## src/rtl/fc_seq_ctrl.sv

```systemverilog
// Sequencer for the 4-lane fully-connected MAC datapath: walks fin/weight buffers,
// steers the datapath indices and collects per-channel results into the output buffer.
module fc_seq_ctrl #(
    parameter int ADDR_W = 16
) (
    input  logic              clk,
    input  logic              rst_n,
    input  logic              i_start,
    input  logic              i_abort,
    input  logic [11:0]       i_fin_div4_len,
    input  logic [11:0]       i_fout_len,
    input  logic [ADDR_W-1:0] i_wgt_base,
    input  logic              i_mac_req,
    input  logic              i_fc_fout_vld,
    input  logic [11:0]       i_real_fout_idx,
    output logic              o_fc_calc_ing,
    output logic [11:0]       o_proc_fin_idx,
    output logic [11:0]       o_proc_fout_idx,
    output logic [11:0]       o_fin_rd_addr,
    output logic [ADDR_W-1:0] o_wgt_rd_addr,
    output logic [11:0]       o_bias_rd_addr,
    output logic              o_fout_wr_en,
    output logic [11:0]       o_fout_wr_addr,
    output logic              o_busy,
    output logic              o_done
);

    typedef enum logic [1:0] {
        IDLE  = 2'd0,
        RUN   = 2'd1,
        DRAIN = 2'd2,
        DONE  = 2'd3
    } state_t;

    state_t            r_state;
    state_t            w_state_nxt;

    logic [11:0]       r_fin_len;
    logic [11:0]       r_fout_len;
    logic [11:0]       r_proc_fin_idx;
    logic [11:0]       r_proc_fout_idx;
    logic [ADDR_W-1:0] r_wgt_rd_addr;
    logic [11:0]       r_out_cnt;
    logic              r_fc_calc_ing;
    logic              r_busy;
    logic              r_done;

    logic              w_beat;
    logic              w_fin_last;
    logic              w_fout_last;
    logic              w_last_beat;
    logic              w_vld_acc;
    logic              w_out_complete;
    logic              w_start_ok;
    logic              w_zero_len;

    // r_fc_calc_ing is only ever set while in RUN, so a beat implies RUN
    assign w_beat         = r_fc_calc_ing & i_mac_req;
    assign w_fin_last     = (r_proc_fin_idx == (r_fin_len - 12'd1));
    assign w_fout_last    = (r_proc_fout_idx == (r_fout_len - 12'd1));
    assign w_last_beat    = w_beat & w_fin_last & w_fout_last;
    assign w_vld_acc      = i_fc_fout_vld & ((r_state == RUN) | (r_state == DRAIN));
    assign w_out_complete = w_vld_acc & ((r_out_cnt + 12'd1) == r_fout_len);
    assign w_start_ok     = i_start & ~i_abort & (r_state == IDLE);
    assign w_zero_len     = (i_fin_div4_len == 12'd0) | (i_fout_len == 12'd0);

    always_ff @(posedge clk or negedge rst_n) begin
        if (!rst_n) begin
            r_state <= IDLE;
        end else begin
            r_state <= w_state_nxt;
        end
    end

    always_comb begin
        w_state_nxt = r_state;
        case (r_state)
            IDLE: begin
                if (w_start_ok) begin
                    w_state_nxt = w_zero_len ? DONE : RUN;
                end
            end
            RUN: begin
                // Result collection can finish ahead of the final beat bookkeeping
                if (w_out_complete) begin
                    w_state_nxt = DONE;
                end else if (w_last_beat) begin
                    w_state_nxt = DRAIN;
                end
            end
            DRAIN: begin
                if (w_out_complete) begin
                    w_state_nxt = DONE;
                end
            end
            DONE: begin
                w_state_nxt = IDLE;
            end
            default: begin
                w_state_nxt = IDLE;
            end
        endcase
        if (i_abort) begin
            w_state_nxt = IDLE;
        end
    end

    // Status flags are registered from the next state so they align with r_state
    always_ff @(posedge clk or negedge rst_n) begin
        if (!rst_n) begin
            r_fc_calc_ing <= 1'b0;
            r_busy        <= 1'b0;
            r_done        <= 1'b0;
        end else begin
            r_fc_calc_ing <= (w_state_nxt == RUN);
            r_busy        <= (w_state_nxt == RUN) | (w_state_nxt == DRAIN);
            r_done        <= (w_state_nxt == DONE);
        end
    end

    always_ff @(posedge clk or negedge rst_n) begin
        if (!rst_n) begin
            r_fin_len       <= '0;
            r_fout_len      <= '0;
            r_proc_fin_idx  <= '0;
            r_proc_fout_idx <= '0;
            r_wgt_rd_addr   <= '0;
            r_out_cnt       <= '0;
        end else if (i_abort) begin
            r_proc_fin_idx  <= '0;
            r_proc_fout_idx <= '0;
            r_wgt_rd_addr   <= '0;
            r_out_cnt       <= '0;
        end else if (w_start_ok) begin
            r_fin_len       <= i_fin_div4_len;
            r_fout_len      <= i_fout_len;
            r_proc_fin_idx  <= '0;
            r_proc_fout_idx <= '0;
            r_wgt_rd_addr   <= i_wgt_base;
            r_out_cnt       <= '0;
        end else begin
            if (w_beat) begin
                r_wgt_rd_addr <= r_wgt_rd_addr + ADDR_W'(1);
                if (w_fin_last) begin
                    r_proc_fin_idx  <= '0;
                    r_proc_fout_idx <= w_fout_last ? 12'd0 : (r_proc_fout_idx + 12'd1);
                end else begin
                    r_proc_fin_idx <= r_proc_fin_idx + 12'd1;
                end
            end
            if (w_vld_acc) begin
                r_out_cnt <= r_out_cnt + 12'd1;
            end
        end
    end

    assign o_fc_calc_ing   = r_fc_calc_ing;
    assign o_proc_fin_idx  = r_proc_fin_idx;
    assign o_proc_fout_idx = r_proc_fout_idx;
    assign o_fin_rd_addr   = r_proc_fin_idx;
    assign o_wgt_rd_addr   = r_wgt_rd_addr;
    assign o_bias_rd_addr  = i_real_fout_idx;
    assign o_fout_wr_en    = w_vld_acc;
    assign o_fout_wr_addr  = r_out_cnt;
    assign o_busy          = r_busy;
    assign o_done          = r_done;

endmodule

```

## config.mk

```make
export PLATFORM = sky130hd
export DESIGN_NAME = fc_seq_ctrl
export DESIGN_NICKNAME = d
export VERILOG_FILES = /design/src/rtl/fc_seq_ctrl.sv
export SDC_FILE = /design/constraint.sdc
export NUM_CORES = 1
export LEC_CHECK = 0
export CAP_MARGIN = 5
export CORE_ASPECT_RATIO = 1.4
export CORE_MARGIN = 5
export CORE_UTILIZATION = 47
export CTS_CLUSTER_DIAMETER = 40
export DETAILED_ROUTE_END_ITERATION = 10
export MAX_ROUTING_LAYER = met4
export PLACE_DENSITY = 0.77
export SLEW_MARGIN = 10
export SYNTH_ARGS = -nofsm -noshare
export SYNTH_HDL_FRONTEND = slang
export SYNTH_SLANG_ARGS = --single-unit
```

## constraint.sdc

```tcl
create_clock -name clk -period 3.3 [get_ports clk]
set_input_delay 0.66 -clock clk [delete_from_list [all_inputs] [get_ports clk]]
set_output_delay 0.66 -clock clk [all_outputs]
set_load 0.02 [all_outputs]
```

# --- After elaboration in Yosys (flattened, before gate mapping) ---
# Index checks and enable logic that the tools add are counted.
word_totals:
  register_bits: 81
  inputBits: 58
  out_inout_bits: 80
op_classes:
  n_bitwise: 11
  n_addsub: 6
  n_eq_ne: 9
  mux: 22
  reduce_logical: 8
ops:
  columns: ["op", "count"]
  rows:
  - ["$mux 12", 12]
  - ["$mux 16", 3]
  - ["$add 12x1->12 const B", 3]
  - ["$eq 12x12->1", 3]
  - ["$logic_not 12->1", 2]
  - ["$sub 12x1->12 const B", 2]
  - ["$add 16x1->16 const B", 1]
  - ["$mux 2", 6]
  - ["$reduce_bool 3->1", 3]
  - ["$eq 2x2->1 const B", 4]
  - ["$pmux 2 s4", 1]
  - ["$and 1x1->1", 7]
  - ["$eq 2x1->1 const B", 2]
  - ["$reduce_and 2->1", 2]
  - ["$or 1x1->1", 3]
  - ["$logic_not 2->1", 1]
  - ["$not 1->1", 1]

# --- Logic depth before layout (Yosys ltp) ---
# Gate-level depths: netlist of run 1.
depth:
  depth_word: 10
  ltp_mapped: 12
  ltp_nobuf: 11

# --- Worst setup path after synthesis of run 1 ---
# OpenSTA, ideal clock, no wires.
synth_timing:
  kind: "register -> register"
  startpoint: "register r_fin_len[0]"
  endpoint: "register r_busy (netlist: o_busy)"
  t_arrival_ns: 2.913
  required_ns: 3.187
  n_path_buf: 1
  period_less_slack_ns: 3.025
  stages_incl_launch_ff: 13
  slack_ns: 0.275
  cell_sequence: "dfrtp_1 inv_1 ha_1 or4b_4 a2111o_1 nand3_2 nand3_2 a2111oi_2 buf_2 a31oi_1 o21a_1 ha_1 inv_1"
synth_between:
  elab_chain_len: 10
synth_rtl:
  columns: ["item", "line_no", "text"]
  rows:
  - ["start, declared", "38", "logic [11:0] r_fin_len;"]
  - ["start signal, assigned", "135", "r_fin_len <= i_fin_div4_len;"]
  - ["$sub 12x1->12 (*)", "59", "assign w_fin_last = (r_proc_fin_idx == (r_fin_len - 12'd1));"]
  - ["$eq 12x12->1 (*)", "59", null]
  - ["$and 1x1->1 (*) (2 in series)", "61", "assign w_last_beat = w_beat & w_fin_last & w_fout_last;"]
  - ["$mux 2 (*)", "87", "end else if (w_last_beat) begin"]
  - ["$mux 2 (*)", "85", "if (w_out_complete) begin"]
  - ["$pmux 2 s4 (*)", "77", "case (r_state)"]
  - ["$mux 2 (*)", "103", "if (i_abort) begin"]
  - ["via w_state_nxt[0]", "36", "state_t w_state_nxt;"]
  - ["$eq 2x1->1 / $eq 2x2->1 (equally long branches)", "116", "r_busy <= (w_state_nxt == RUN) | (w_state_nxt == DRAIN);"]
  - ["$or 1x1->1 (*)", "116", null]
  - ["end signal, assigned", "116", null]
  - ["end, declared", "45", "logic r_busy;"]
# The timed path passes the listed nets; every way through them passes the cells marked *.
# A chain may end at the register's enable or synchronous reset.

# --- Final worst setup path of run 1 ---
# Same ends and word-level chain as after synthesis.

==> results of run 1 <==
[final cells by class]
type                    instances  area share
multi-input cells             439       0.449
flip-flops and latches         81       0.294
repair buffers                123       0.175
clock buffers                  15      0.0418
well taps                     147      0.0267
inverters                      23      0.0125
clock inverters                 1     0.00109
[synth_stat cells (4+ instances only)]
cell	number	area [µm²]
a21oi_1	21	105
buf_1	4	15.0
a211oi_1	12	90.1
a21o_1	5	37.5
or3_1	8	50.1
a31oi_1	8	50.1
nor4_1	14	87.6
and3_1	13	81.3
nor3_1	12	60.1
and2_1	4	25.0
mux2_2	25	282
o21ai_0	14	70.1
nand3_1	26	130
xor2_1	32	280
nand2_1	45	169
xnor2_1	39	342
nor2_1	53	199
o22ai_1	6	37.5
inv_1	22	82.6
dfrtp_1	81	2030
ha_1	12	150
nand4_1	9	56.3
and4_1	4	35.0
clkbuf_1	22	82.6
nand3b_1	4	30.0
buf_4	24	180
[how the worst min path moves through the flow]
| stage | start | end | cells past startpoint |
|---|---|---|---|
| global placement | r_fin_len[11] | r_fin_len[11] | 1 |
| global route | r_fin_len[11] | r_fin_len[11] | 1 |
| detailed placement | r_fin_len[11] | r_fin_len[11] | 1 |
| CTS | r_fin_len[11] | r_fin_len[11] | 1 |
| finish | rst_n | o_fout_wr_addr[0] | 1 |
| floorplan | rst_n | o_busy | 0 |
[per-stage QoR]
stage	std cells	hold WS, ns	setup slack, ns	total power, µW
floorplan	598	0.364	0.275	2680
global placement	813	0.516	0.319	3090
detailed placement	813	0.525	0.245	3170
CTS	829	0.544	0.233	4180
global route	829	0.583	0.0464	4410
finish	829	0.481	0.228	4160
[per-layer routing]
layer | share of wire | vias up | routed length, µm
met5 | 0 | - | 0
met4 | 0.030 | 0 | 456
met1 | 0.38 | 2367 | 5770
li1 | - | 2274 | -
met2 | 0.54 | 156 | 8120
met3 | 0.044 | 43 | 659
[kinds of logic (layout without fill, tap and decap cells)]
group / Yosys count / after routing
AOI/OAI and AO/OA: 106 / 106
xor gates and xnor gates: 71 / 71
adders and majority gates: 12 / 12
buffers and inverters: 78 / 162
DFF: 81 / 81
muxes: 26 / 26
and+or+nand+nor: 224 / 224
[sequential cells by signal (all words and copies together) (netlist names)]
register and count:
o_fc_calc_ing 1, r_fout_len 12, r_fin_len 12, o_busy 1, r_state 2, o_fin_rd_addr 12
o_done 1, o_wgt_rd_addr 16, o_proc_fout_idx 12, o_fout_wr_addr 12
[power by group through the flow]
stage          Sequential [µW]  Clock (µW)  Combinational, µW
4_1_cts                   1540        1010               1620
3_3_place_gp              1540           0               1550
5_1_grt                   1590        1050               1770
2_1_floorplan             1480           0               1200
3_5_place_dp              1560           0               1610
6_report                  1550         983               1620
==> out/qor.csv, run 1 <==
metric;value;unit
fraction of layout cells with a size suffix above 1;0.116;
Design Area, Final;6890;µm²
Placed Area;6600;µm²
grt ovf;0;
met2 usage;0.389;
commonest non-fill, non-tap cell in the layout;clkdlybuf4s50_1;
CTS tree;yes;
wire per inst;18.1;µm
Flop pwr share;0.373;
startpoint types;flop;
relative slew slack;0.282;
mux contribution to synthesized area;0.0526;
first-pass GRT wire length;24.4;mm
Mean Syn Cell Area;9.26;µm²
Post-Syn Nets;668;
register area;2030;µm²
post-synthesis compound-gate area fraction;0.146;
main combinational cell family by area after synthesis;simple AND/OR/NAND/NOR gates;
port bufs;113;
cell family with most CP delay;compound AO/OA/AOI/OAI gates;
switching share of power;0.383;
worst path arrival time;3.31;ns
number of global-route vias before repair;5025;
classification of the worst-slack hold path;in2async;
r2r startpoint;r_fin_len[0];
die area;14100;µm²
Num CTS Buffers;9;
VDD IR max;0.342;mV
Crit path buffers/inverters;2;
clk buf depth;2;
setup violators final;0;
fillers;995;
die extent in x;102;µm
xor/xnor share of the synthesized area;0.112;
Clock Power Share;0.236;
RD Place Congestion;0.895;
CORE AREA;11700;µm²
status;completed;
Initial Util;0.473;
dominant synthesized flop cell;dfrtp_1;
Netlist Area Pre-Place;5540;µm²
R2R depth;11;
standby leakage power;0.00273;µW
row cnt;47;
#FFs+latches synth;81;
Slew Limit Fails;0;
logic gate share of total power;0.391;
Worst Path Required;3.54;ns
ys async rst share;1.00;
initial antenna violation count;0;
post-synthesis simple-gate area fraction;0.220;
GRT Resource Usage Total;0.222;
CTS Hold Bufs;0;
Die H;138;µm
post_cts resized;0;
CP endpoint kind;flop;
final core utilization;0.589;
Sink Count;81;
RSZ-0062 raised after global routing;false;
crit path from;r_fin_len[0];
Clock Latency Late Sink;0.34;ns
Setup Buffers After CTS;0;
Tcrit/Tclk final;0.931;
final hold viol count;0;
final net count;747;
Syn-to-layout area delta;24.4;%
Synth Instances;598;
diodes inserted;0;
synth warn;0;
num ports;138;
CTS clk-pin slew, worst paths;0.06;ns
Yosys cell types;76;
largest net degree at the start of global routing;82;
via count;4840;
HPWL Detailed;11.3;mm
met1 global-route usage;0.244;
Psw;1590;µW
multi-input logic area;3090;µm²
DRC;0;
Worst Path Class, Setup;reg2reg;
Routed WL;15.0;mm
Root Buffer;clkbuf_16;
Detailed Route Iter0 Violations;249;
vias per inst;5.84;
R2R Path End;o_busy;
max_cap viols;0;
Least-Margin Pin Slew;1.08;ns
CP max stage delay;0.51;ns
H-tree depth;3;
Max Clock Freq;0.326;GHz
Routed Antenna Nets;0;
most frequent cells in the layout;clkdlybuf4s50_1, dfrtp_1, nor2_1;
CP cell instances;inv_1 -> ha_1 -> or4b_4 -> a2111o_1 -> nand3_2 -> nand3_2 -> a2111oi_2 -> a31oi_1 -> o21a_1 -> ha_1 -> inv_1;
setup TNS;0;ns
First-pass DRT Iterations;4;
clk_skew;0.00544;ns
reg-to-reg slack, setup;0.23;ns
Pint;2560;µW
met3 Track Usage GR;0.0368;
Most Used Layer, Global Route;met2;
critical path fanouts, max;6;
CP max stage cell;or4b_4;
Setup crit end;o_busy;
Adder-Cell Fraction of Synth Area;0.0271;
sequential element share of the synthesized area;0.366;
power per cell area;603;nW/µm²
minimum clock period;3.07;ns
Crit path depth;11;
Post-synth EDFFs;0;
(Power assumes the default switching activity.)
==> inputs of run 2 (changes only) <==
Settings changed: DONT_BUFFER_PORTS set to 1, PLACE_DENSITY 0.77 to unset, PLACE_DENSITY_LB_ADDON set to 0.05.
==> out/qor.csv, run 2 (synthesis results as in run 1) <==
metric;value;unit;change
status;completed;;
CP endpoint kind;flop;;
critical path fanouts, max;6;;unchanged
VDD IR max;0.284;mV;-17%
Least-Margin Pin Slew;0.878;ns;-0.200 ns
Initial Util;0.473;;unchanged
clk_skew;0.00912;ns;+0.00368 ns
startpoint types;flop;;
vias per inst;5.92;;+1.3%
Syn-to-layout area delta;7.32;%;
H-tree depth;3;;unchanged
max_cap viols;0;;unchanged
Max Clock Freq;0.326;GHz;+0.21%
CP cell instances;inv_1 -> ha_1 -> or4b_4 -> a2111o_1 -> nand3_2 -> nand3_2 -> a2111oi_2 -> a31oi_1 -> o21a_1 -> ha_1 -> inv_1;;
Flop pwr share;0.393;;+0.020
relative slew slack;0.413;;+0.131
die extent in x;102;µm;unchanged
standby leakage power;0.00243;µW;-11%
Routed Antenna Nets;0;;unchanged
Setup Buffers After CTS;0;;unchanged
Root Buffer;clkbuf_16;;
commonest non-fill, non-tap cell in the layout;dfrtp_1;;
Num CTS Buffers;9;;unchanged
Psw;1560;µW;-2.3%
CP max stage delay;0.50;ns;about the same
DRC;0;;unchanged
Clock Power Share;0.282;;+0.046
classification of the worst-slack hold path;in2async;;
Routed WL;14.5;mm;-3.4%
diodes inserted;0;;unchanged
logic gate share of total power;0.324;;-0.067
minimum clock period;3.07;ns;-0.00633 ns
die area;14100;µm²;unchanged
number of global-route vias before repair;4460;;-11%
Largest register FFs;16;;unchanged
Worst Path Required;3.53;ns;about the same
first-pass GRT wire length;23.3;mm;-4.4%
wire per inst;19.8;µm;+9.6%
Detailed Route Iter0 Violations;182;;-27%
RSZ-0062 raised after global routing;false;;
final worst-path setup slack;0.234;ns;+0.00633 ns
Die H;138;µm;unchanged
most frequent cells in the layout;dfrtp_1, nor2_1, nand2_1;;
power per cell area;693;nW/µm²;+15%
CTS tree;yes;;
row cnt;47;;unchanged
CTS clk-pin slew, worst paths;0.07;ns;about the same
Worst Path Class, Setup;reg2reg;;
CP max stage cell;or4b_4;;
Tcrit/Tclk final;0.929;;-0.00192
Clock Latency Late Sink;0.34;ns;about the same
Place WS;0.251;ns;+0.00591 ns
initial antenna violation count;0;;unchanged
largest net degree at the start of global routing;82;;unchanged
port bufs;0;;-100%
via count;4324;;-11%
setup TNS;0;ns;unchanged
final net count;649;;-13%
fraction of layout cells with a size suffix above 1;0.161;;+0.0451
switching share of power;0.377;;-0.00597
Crit path buffers/inverters;2;;unchanged
First-pass DRT Iterations;4;;unchanged
RD Place Congestion;0.812;;-9.2%
worst path arrival time;3.29;ns;-0.02 ns
Sink Count;81;;unchanged
GRT Resource Usage Total;0.213;;-0.00916
HPWL Detailed;10.7;mm;-5.3%
CORE AREA;11700;µm²;unchanged
grt ovf;0;;unchanged
num ports;138;;unchanged
final hold viol count;0;;unchanged
Pint;2570;µW;+0.17%
clk buf depth;2;;unchanged
setup violators final;0;;unchanged
cell family with most CP delay;compound AO/OA/AOI/OAI gates;;
Slew Limit Fails;0;;unchanged
==> run 2: cell count changes in the layout (fill, tap and decap cells not counted) <==
cell	before	now
buf_4	11	23
buf_16	0	1
clkinv_2	0	1
clkbuf_8	4	0
clkinvlp_4	1	2
clkdlybuf4s50_1	112	0
bufinv_16	0	3
clkinv_4	0	1
clkbuf_1	2	0
dlygate4sd3_1	0	1
==> run 2: area by class of cell <==
type                       count  area (µm²)
sequential                    81        2030
multi-input combinational    439        3090
inverter                      23        86.3
timing repair buffer          25         210
clock inverter                 7         119
tap                          147         184
fill                        1103        5760
clock buffer                   9         225
==> run 2: final timing paths <==
kind | cells after the start | from | endpoint | slack [ns]
max in group asynchronous | 1 | rst_n | o_fout_wr_addr[1] | 1.86
max | 11 | r_fin_len[0] | o_busy | 0.23
min | 0 | rst_n | o_fout_wr_addr[11] | 0.03
min reg2reg | 1 | r_fin_len[11] | r_fin_len[11] | 0.54
min in group clk | 1 | i_abort | o_wgt_rd_addr[0] | 0.38
max reg2reg | 11 | r_fin_len[0] | o_busy | 0.23
==> run 2: power by group through the flow <==
stage	combinational, µW	clock, µW	sequential, µW
4_1_cts	1330	1190	1630
2_1_floorplan	1200	0	1480
6_report	1340	1160	1620
3_5_place_dp	1320	0	1640
3_3_place_gp	1300	0	1630
5_1_grt	1490	1240	1660
==> run 2: per-layer routing <==
metal,global-route usage,vias up,routed length (µm)
li1,-,2080,-
met1,0.246,2107,5920
met2,0.355,117,7530
met3,0.0539,20,771
met4,0.0742,0,287
met5,-,-,0
==> run 2: repair_timing <==
action	4_1_cts	5_1_grt
setup endpoints to repair	0	0
hold buffers	0	2
resized for setup	0	0
hold endpoints to repair	0	39
==> run 2: metrics by stage <==
stage / total power (µW) / std cells / instance area (µm²) / utilization / hold slack [ns]
5_1_grt: 4390 / 731 / 5950 / 0.508 / -0.000158
3_3_place_gp: 2920 / 713 / 5560 / 0.475 / 0.367
4_1_cts: 4150 / 729 / 5910 / 0.505 / 0.00300
3_5_place_dp: 2960 / 713 / 5560 / 0.475 / 0.367
6_report: 4120 / 731 / 5950 / 0.508 / 0.0277
2_1_floorplan: 2680 / 598 / 5540 / - / 0.364
==> inputs of run 3 (changes only) <==
Settings changed: HOLD_SLACK_MARGIN set to 0.15.
==> out/qor.csv, run 3 (synthesis results as in run 1) <==
metric;value;unit;change
status;completed;;
Syn-to-layout area delta;7.14;%;
Routed Antenna Nets;0;;unchanged
CORE AREA;11700;µm²;unchanged
First-pass DRT Iterations;5;;+1
RSZ-0062 raised after global routing;false;;
Num CTS Buffers;9;;unchanged
CTS clk-pin slew, worst paths;0.07;ns;about the same
final net count;648;;-0.15%
setup TNS;0;ns;unchanged
Root Buffer;clkbuf_16;;
port bufs;0;;unchanged
die extent in x;102;µm;unchanged
standby leakage power;0.00242;µW;-0.17%
most frequent cells in the layout;dfrtp_1, nor2_1, nand2_1;;
Detailed Route Iter0 Violations;168;;-7.7%
relative slew slack;0.530;;+0.117
Least-Margin Pin Slew;0.706;ns;-0.172 ns
Initial Util;0.473;;unchanged
Die H;138;µm;unchanged
startpoint types;flop;;
Clock Latency Late Sink;0.34;ns;about the same
Tcrit/Tclk final;0.929;;about the same
post_cts resized;0;;unchanged
CP endpoint kind;flop;;
grt ovf;0;;unchanged
Routed WL;14.3;mm;-1.5%
Cell Count, Final, Fillers Out;730;;-0.14%
wire per inst;19.6;µm;-1.4%
Pint;2570;µW;about the same
Flop pwr share;0.393;;about the same
largest net degree at the start of global routing;82;;unchanged
clk buf depth;2;;unchanged
power per cell area;696;nW/µm²;+0.39%
worst hold slack;0.180;ns;+0.152 ns
Inst Count DP;713;;unchanged
worst path arrival time;3.29;ns;about the same
Sink Count;81;;unchanged
Final Power;4130;µW;+0.22%
DRC;0;;unchanged
VDD IR max;0.284;mV;about the same
HPWL Detailed;10.7;mm;unchanged
vias per inst;5.91;;-0.16%
via count;4311;;-0.30%
critical path fanouts, max;6;;unchanged
diodes inserted;0;;unchanged
first-pass GRT wire length;23.3;mm;about the same
row cnt;47;;unchanged
final hold viol count;0;;unchanged
H-tree depth;3;;unchanged
fraction of layout cells with a size suffix above 1;0.161;;+0.000276
CTS tree;yes;;
switching share of power;0.379;;+0.00154
Largest register FFs;16;;unchanged
final core utilization;0.507;;-0.000855
die area;14100;µm²;unchanged
GRT Resource Usage Total;0.213;;about the same
setup violators final;0;;unchanged
Slew Limit Fails;0;;unchanged
logic gate share of total power;0.325;;about the same
Worst Path Class, Setup;reg2reg;;
Psw;1570;µW;+0.62%
initial antenna violation count;0;;unchanged
number of global-route vias before repair;4463;;+0.067%
num ports;138;;unchanged
clk_skew;0.00865;ns;-0.000471 ns
Clock Power Share;0.282;;about the same
minimum clock period;3.07;ns;-0.000162 ns
Max Clock Freq;0.326;GHz;about the same
commonest non-fill, non-tap cell in the layout;dfrtp_1;;
max_cap viols;0;;unchanged
Worst Path Required;3.53;ns;about the same
RD Place Congestion;0.812;;unchanged
classification of the worst-slack hold path;in2async;;
[run 3: changes by cell type in the layout (fill, tap and decap cells not counted)]
| cell | delta |
|---|---|
| dlygate4sd3_1 | -1 |
[run 3: cell type report]
cell class	count	area [µm²]
fill	1104	5770
multi-input combinational	439	3090
sequential	81	2030
clock buffer	9	225
timing repair buffer	24	200
tap	147	184
clock inverter	7	119
inverter	23	86.3
[run 3: metrics by stage]
step                      setup slack (ns)  cell area, µm²
after floorplan                      0.275            5540
after global placement               0.323            5560
after detailed placement             0.251            5560
after CTS                            0.231            5940
after global routing                0.0685            5940
final                                0.234            5940
[run 3: routing by layer]
layer / vias up / wire length [µm] / part of all wire / track usage
met2: 117 / 7380 / 0.52 / 0.355
met5: - / 0 / 0 / -
li1: 2079 / - / - / -
met1: 2095 / 5860 / 0.41 / 0.246
met3: 20 / 755 / 0.053 / 0.0544
met4: 0 / 291 / 0.020 / 0.0742
[run 3: worst paths after layout]
| check | start | to | slack [ns] | depth (start not counted) |
|---|---|---|---|---|
| max in group asynchronous | rst_n | o_wgt_rd_addr[2] | 2.69 | 1 |
| setup / recovery | r_fin_len[0] | o_busy | 0.23 | 11 |
| hold / removal | rst_n | r_fin_len[5] | 0.18 | 1 |
| min in group clk | i_abort | o_wgt_rd_addr[0] | 0.38 | 1 |
| hold reg to reg | r_fin_len[11] | r_fin_len[11] | 0.54 | 1 |
| setup reg to reg | r_fin_len[0] | o_busy | 0.23 | 11 |
[run 3: power by group through the flow]
stage                     Sequential, µW  Combinational [µW]  Clock, µW
after floorplan                     1480                1200          0
after global routing                1660                1500       1240
after global placement              1630                1300          0
final                               1620                1340       1160
after CTS                           1630                1350       1190
after detailed placement            1640                1320          0
[run 3: critical path: stages, from the launching register on]
cell       delay [ns]
dfrtp_1          0.43
inv_1            0.08
ha_1             0.24
or4b_4           0.50
a2111o_1         0.37
nand3_2          0.11
nand3_2          0.10
a2111oi_2        0.42
a31oi_1          0.14
o21a_1           0.24
ha_1             0.29
inv_1            0.03
[run 3: repair_timing]
action | 4_1_cts | 5_1_grt
hold endpoints to repair | 81 | 0
hold buffers | 1 | 0
buffers inserted | 0 | 0
